$ cat config.mk
export PLATFORM = sky130hd
export DESIGN_NAME = and2_in_cond
export DESIGN_NICKNAME = d
export VERILOG_FILES = /design/src/rtl/and2_in_cond_pkg.sv /design/src/rtl/and2_in_cond_chan.sv /design/src/rtl/and2_in_cond.sv
export SDC_FILE = /design/constraint.sdc
export NUM_CORES = 1
export LEC_CHECK = 0
export BUFFER_PORTS_ARGS = -buffer_cell sky130_fd_sc_hd__buf_2
export CORE_UTILIZATION = 39
export DETAILED_ROUTE_END_ITERATION = 8
export GPL_TIMING_DRIVEN = 0
export PLACE_DENSITY = 0.62
export RECOVER_POWER = 100
export SKIP_CTS_REPAIR_TIMING = 1
export SLEW_MARGIN = 20
export SYNTH_ARGS = -nofsm -noshare
export SYNTH_HDL_FRONTEND = slang
export SYNTH_HIERARCHICAL = 1
export SYNTH_SLANG_ARGS = --single-unit
export TNS_END_PERCENT = 100
$ cat constraint.sdc
create_clock -name clk -period 3.24 [get_ports clk]
set_input_delay 0 -clock clk [delete_from_list [all_inputs] [get_ports clk]]
set_output_delay 0 -clock clk [all_outputs]
set_load 0.01 [all_outputs]
$ cat src/rtl/and2_in_cond_pkg.sv
// Shared constants and types for the two-channel AND-stage input conditioner.
// Optional edge-pulse logic is enabled by defining AND2_IN_COND_EDGE_EN.
package and2_in_cond_pkg;

   localparam int SYNC_STAGES_DEF     = 2;
   localparam int DEBOUNCE_CYCLES_DEF = 4;

   typedef enum logic {
      STABLE = 1'b0,
      PEND   = 1'b1
   } cond_state_t;

   // Counter must hold DEBOUNCE_CYCLES-1 without wrapping.
   function automatic int cnt_width(input int cycles);
      return $clog2(cycles + 1);
   endfunction

endpackage

$ cat src/rtl/and2_in_cond_chan.sv
// One conditioner channel: synchroniser chain, debounce counter/FSM, output flop.
// Edge pulse flops exist only when AND2_IN_COND_EDGE_EN is defined.
module and2_in_cond_chan
   import and2_in_cond_pkg::*;
#(
   parameter int SYNC_STAGES     = SYNC_STAGES_DEF,
   parameter int DEBOUNCE_CYCLES = DEBOUNCE_CYCLES_DEF
) (
   input  logic clk,
   input  logic reset,
   input  logic raw,
   output logic level,
   output logic busy,
   output logic rise,
   output logic fall
);

   localparam int              CW      = cnt_width(DEBOUNCE_CYCLES);
   localparam logic [CW-1:0]   CNT_MAX = CW'(DEBOUNCE_CYCLES - 1);
   localparam logic [CW-1:0]   CNT_ONE = CW'(1);

   logic [SYNC_STAGES-1:0] sync_reg;
   logic [SYNC_STAGES-1:0] sync_next;
   logic                   s_x;

   cond_state_t            state_reg;
   cond_state_t            state_next;
   logic [CW-1:0]          cnt_reg;
   logic [CW-1:0]          cnt_next;
   logic                   level_reg;
   logic                   level_next;
   logic                   confirm;

   genvar gi;
   generate
      for (gi = 0; gi < SYNC_STAGES; gi++) begin : g_sync
         if (gi == 0) begin : g_first
            assign sync_next[gi] = raw;
         end else begin : g_chain
            assign sync_next[gi] = sync_reg[gi-1];
         end
      end
   endgenerate

   always_ff @(posedge clk) begin
      if (!reset) begin
         sync_reg <= '0;
      end else begin
         sync_reg <= sync_next;
      end
   end

   assign s_x = sync_reg[SYNC_STAGES-1];

   always_ff @(posedge clk) begin
      if (!reset) begin
         state_reg <= STABLE;
         cnt_reg   <= '0;
         level_reg <= 1'b0;
      end else begin
         state_reg <= state_next;
         cnt_reg   <= cnt_next;
         level_reg <= level_next;
      end
   end

   // A change is confirmed on the DEBOUNCE_CYCLES-th consecutive differing sample.
   always_comb begin
      state_next = state_reg;
      cnt_next   = cnt_reg;
      confirm    = 1'b0;
      case (state_reg)
         STABLE: begin
            cnt_next = '0;
            if (s_x != level_reg) begin
               if (CNT_MAX == '0) begin
                  confirm = 1'b1;
               end else begin
                  state_next = PEND;
                  cnt_next   = CNT_ONE;
               end
            end
         end
         PEND: begin
            if (s_x == level_reg) begin
               state_next = STABLE;
               cnt_next   = '0;
            end else if (cnt_reg == CNT_MAX) begin
               confirm    = 1'b1;
               state_next = STABLE;
               cnt_next   = '0;
            end else begin
               cnt_next = cnt_reg + CNT_ONE;
            end
         end
         default: begin
            state_next = STABLE;
            cnt_next   = '0;
         end
      endcase
      level_next = level_reg ^ confirm;
   end

   assign level = level_reg;
   assign busy  = (cnt_reg != '0);

`ifdef AND2_IN_COND_EDGE_EN
   logic rise_reg;
   logic fall_reg;

   // Pulses land on the same edge as the output update.
   always_ff @(posedge clk) begin
      if (!reset) begin
         rise_reg <= 1'b0;
         fall_reg <= 1'b0;
      end else begin
         rise_reg <= confirm & s_x;
         fall_reg <= confirm & ~s_x;
      end
   end

   assign rise = rise_reg;
   assign fall = fall_reg;
`else
   assign rise = 1'b0;
   assign fall = 1'b0;
`endif

endmodule

$ cat src/rtl/and2_in_cond.sv
// Two-channel synchronise/debounce front end for the registered AND stage.
// Define AND2_IN_COND_EDGE_EN to enable the per-channel rise/fall pulses.
module and2_in_cond
   import and2_in_cond_pkg::*;
#(
   parameter int SYNC_STAGES     = SYNC_STAGES_DEF,
   parameter int DEBOUNCE_CYCLES = DEBOUNCE_CYCLES_DEF
) (
   input  logic clk,
   input  logic reset,
   input  logic a_in,
   input  logic b_in,
   output logic a,
   output logic b,
   output logic busy,
   output logic a_rise,
   output logic a_fall,
   output logic b_rise,
   output logic b_fall
);

   logic [1:0] raw;
   logic [1:0] level;
   logic [1:0] chan_busy;
   logic [1:0] rise;
   logic [1:0] fall;

   assign raw = {b_in, a_in};

   genvar gi;
   generate
      for (gi = 0; gi < 2; gi++) begin : g_chan
         and2_in_cond_chan #(
            .SYNC_STAGES     (SYNC_STAGES),
            .DEBOUNCE_CYCLES (DEBOUNCE_CYCLES)
         ) u_chan (
            .clk   (clk),
            .reset (reset),
            .raw   (raw[gi]),
            .level (level[gi]),
            .busy  (chan_busy[gi]),
            .rise  (rise[gi]),
            .fall  (fall[gi])
         );
      end
   endgenerate

   assign a      = level[0];
   assign b      = level[1];
   assign busy   = |chan_busy;
   assign a_rise = rise[0];
   assign a_fall = fall[0];
   assign b_rise = rise[1];
   assign b_fall = fall[1];

endmodule

# Word level (Yosys, flattened, before mapping)
# Cells that the tools add are included.
# W data, S select, Z words.
dict set report word_totals {
  in_bits 4
  regBits 14
  output_inout_bits 7
  elab_cells 45
}
dict set report op_classes {
  bitwise 4
  add_sub_neg 2
  n_eq_ne 6
  n_reduce_logical 3
  n_mux 22
}
# op n
set ops {}
lappend ops {{$mux W1} 14}
lappend ops {{$mux W3} 4}
lappend ops {{$pmux W3 S2} 2}
lappend ops {{$add A3 B1 Y3 const B} 2}
lappend ops {{$eq A3 B2 Y1 const B} 2}
lappend ops {{$reduce_bool A3 Y1} 2}
lappend ops {{$pmux W1 S2} 2}
lappend ops {{$eq A1 B1 Y1} 2}
lappend ops {{$ne A1 B1 Y1} 2}
lappend ops {{$not A1 Y1} 2}
lappend ops {{$reduce_or A2 Y1} 1}
lappend ops {{$xor A1 B1 Y1} 2}

# Longest topological paths before layout
dict set report depth {
  ltp_word 5
  mapped_depth 4
  depth_no_buf 4
}

# Modules after synthesis
# Netlist, hierarchy kept.
# mod area_each_um2 seq_area_each_um2 n_inst cells_per_inst
set modules_own_cells {}
lappend modules_own_cells {and2_in_cond_chan 304.0 140.1 2 30}
lappend modules_own_cells {and2_in_cond 6.3 0.0 1 1}

# Worst setup path before layout
# OpenSTA, ideal clock, no wires.
dict set report synth_timing {
  path_kind {register to register}
  from {register g_chan[0].u_chan.cnt_reg[0]}
  to {register g_chan[0].u_chan.cnt_reg[1]}
  required_time_ns 3.153
  period_less_slack_ns 1.140
  setup_time_ns 0.087
  arrival_time_ns 1.053
  path_buffers 0
  path_stages_with_launch 5
  path_slack_ns 2.100
  path_cell_list {dfxtp_1 -> ha_1 -> ha_1 -> nand2b_1 -> nor4b_2}
}
dict set report synth_between {
  elab_chain_cells 4
  word_cells_on_any_way 5
  cone_classes {add/sub: 1; eq/ne: 1; mux: 3}
}
# element line
set synth_rtl {}
lappend synth_rtl {{start: declaration} and2_in_cond_chan.sv:28} ;# logic [CW-1:0] cnt_reg;
lappend synth_rtl {{start signal: assignment} and2_in_cond_chan.sv:62} ;# cnt_reg <= cnt_next;
lappend synth_rtl {{$add A3 B1 Y3 / $eq A3 B2 Y1 (equally long branches)} {and2_in_cond_chan.sv:93, and2_in_cond_chan.sv:88}}
lappend synth_rtl {{$mux W3 *} and2_in_cond_chan.sv:88} ;# end else if (cnt_reg == CNT_MAX) begin
lappend synth_rtl {{$mux W3 *} and2_in_cond_chan.sv:85} ;# if (s_x == level_reg) begin
lappend synth_rtl {{$pmux W3 S2 *} and2_in_cond_chan.sv:72} ;# case (state_reg)
# Every way passes the cells marked *; elsewhere a longest branch is shown, timed or not.
# A chain may end at the register's enable or synchronous reset.

# Worst setup path in the final report
# Same ends and word-level chain as after synthesis.

==> metrics.txt <==
fin. max-slew vios=0; skew final=around 0.0027 ns; max reg flops=6; Post-Syn Area per Cell=around 10 sq um; core footprint=around 1400 sq um; DRT iter0 DRCs=2; CTS tree=built; IO Port Bufs=6; Register Area=about 280 sq um; clock-pin slew on the worst setup and hold paths=0.08 ns; Die H=approximately 42 microns; Synth warnings=6; clk sinks=14; nature of the critical path endpoint=flop; Post-DP HPWL=slightly below 600 microns; Clock Latency Late Sink=between 0.2 and 0.3 ns; CP delay by family, top=adder cells; reg2reg start=g_chan[0].u_chan/cnt_reg[0]; status=finished with violations; Final nets=86; total chip power=~0.00029 W; VDD IR max=about 240 uV; most frequent cells in the layout=14 x dfxtp_1, 8 x inv_1, 6 x ha_1; slowest CP cell=dfxtp_1; critical path launch point type=flop; Power Dens Cells=around 410 nW/um^2; kind of critical path=flop to flop; Die W=41.7 microns; Max stage delay on crit path=about 0.33 ns; total track usage=roughly 11%; Max-Cap Viols=0; multi-input logic area=~270 sq um; Fin Hold WS=-0.00815 ns; first-pass GRT wire length=1430 microns; Worst setup startpoint=g_chan[0].u_chan/cnt_reg[0]; WL per Instance=a little under 9 microns; synthesis-stage register bit count=14; routed wire length=773 microns; row count=13; Filler Cell Count=about 130; Synth Instances=61; worst slack, placed=about 2.0 ns; DR vias=about 400; Longest Clk Path Bufs=2; Setup WS post-layout=1.96 ns; largest net degree at the start of global routing=8; failing checks=negative hold slack; antenna violations before repair=0; final hold viol count=4; cell breakdown of the critical path=ha_1 -> ha_1 -> nand2b_1 -> nor4b_1; Synth Cell Area=around 610 sq um; Area Growth Syn to Fin=13.4%; WP buf/inv=0; fmax=approximately 800 MHz; Worst Setup EP=g_chan[0].u_chan/cnt_reg[1]; Antenna Nets Post-Route=0; diode count=0; GRT overflow=0; worst-case reg-to-reg path depth=4; vias in the first global route=about 370; synth unique cells=18; RePlAce Congestion=approximately 0.77; Final Setup Violations=0; required time of the critical path=roughly 3.4 ns; post-layout min period=approximately 1.3 ns; Setup TNS=0 ns; Die Area=1740 sq um; H-tree levels=1; worst hold-check path type=input port to flop; RSZ-0062 raised after global routing=false; Num CTS Buffers=3; RR Endpoint=g_chan[0].u_chan/cnt_reg[1]; Static Leakage=between 0.3 and 0.4 nW; Reg2Reg Setup Slack=between 1.5 and 2 ns; Pre-antenna DRT Iters=2; Critical Path Fanout Max=5; sequential area share after synthesis=between 40% and 50%; Arrival @ worst endpoint=approximately 1.5 ns; critical path depth in cells=4; root buffer cell=clkbuf_4; most common cell after layout, fill and taps aside=dfxtp_1; layout cells sized above 1=16.2%; starting density of the core=about 44%; CP most frequent cell=ha_1; final core occ=50.4%; Vias/cell=around 4.5; DRC violation count after routing=0; Final Cycle Share=between 30% and 40%; I/O pin total=11
[cells in the mapped netlist]
master	n	area, sq um
nor4b_2	2	30.0
a21bo_2	2	20.0
nand2_1	2	7.51
ha_1	6	75.1
a211oi_1	2	15.0
nand3_1	2	10.0
dfxtp_1	14	280
buf_4	4	30.0
a21oi_1	2	10.0
o21a_1	2	15.0
nand2b_1	2	12.5
conb_1	2	7.51
xnor2_1	2	17.5
nor4_1	2	12.5
nor3_1	2	10.0
or2_1	1	6.26
inv_1	8	30.0
and2_1	4	25.0
[metal layers]
metal | up-vias | routed length, microns | global-route usage [%]
met5 | - | 0 | 0
met4 | 0 | 12 | 9.68
met3 | 2 | 37 | 1.30
met2 | 10 | 320 | 15.9
met1 | 166 | 403 | 13.4
li1 | 219 | - | -
[how the worst min path moves through the flow]
| stage | startpoint | endpoint | slack (ns) | cells after the start |
|---|---|---|---|---|
| after floorplan | reset | g_chan[0].u_chan/sync_reg[0] | 0.12 | 1 |
| after global placement | a_in | g_chan[0].u_chan/sync_reg[0] | 0.20 | 2 |
| after detailed placement | a_in | g_chan[0].u_chan/sync_reg[0] | 0.21 | 2 |
| after CTS | a_in | g_chan[0].u_chan/sync_reg[0] | -0.08 | 2 |
| after global routing | reset | g_chan[1].u_chan/sync_reg[1] | 0.005 | 2 |
| final | reset | g_chan[0].u_chan/sync_reg[0] | -0.008 | 2 |
[cells by family (layout without fill, tap and decap cells)]
| logic type | after synthesis | count (layout) | synth area share, % |
|---|---|---|---|
| xor+xnor | 2 | 2 | 2.85 |
| fa+ha+maj | 6 | 6 | 12.2 |
| other cells | 2 | 4 | 1.22 |
| compound gates | 8 | 8 | 9.77 |
| simple gates | 17 | 17 | 18.5 |
| flops | 14 | 14 | 45.6 |
| buf+inv | 12 | 23 | 9.78 |
[power by group]
group          switching [W]  internal, W  leakage (nW)
combinational     0.00000883   0.00000978         0.175
sequential        0.00000221     0.000176         0.114
clock              0.0000492    0.0000429        0.0138
[per-stage QoR]
step / cell area [sq um] / std cells
after floorplan: 622 / 63
after global placement: 671 / 84
after detailed placement: 671 / 84
after CTS: 693 / 87
after global routing: 697 / 89
final: 697 / 89
[layout make-up]
type                            instances  area share (%)
Sequential cell                        14            40.2
Multi-Input combinational cell         37            38.6
Timing Repair Buffer                    8            6.64
Buffer                                  4            4.31
Inverter                                8            4.31
Clock buffer                            3            3.23
Tap cell                               15            2.69
Note: power is estimated with default switching activity, not from simulation.
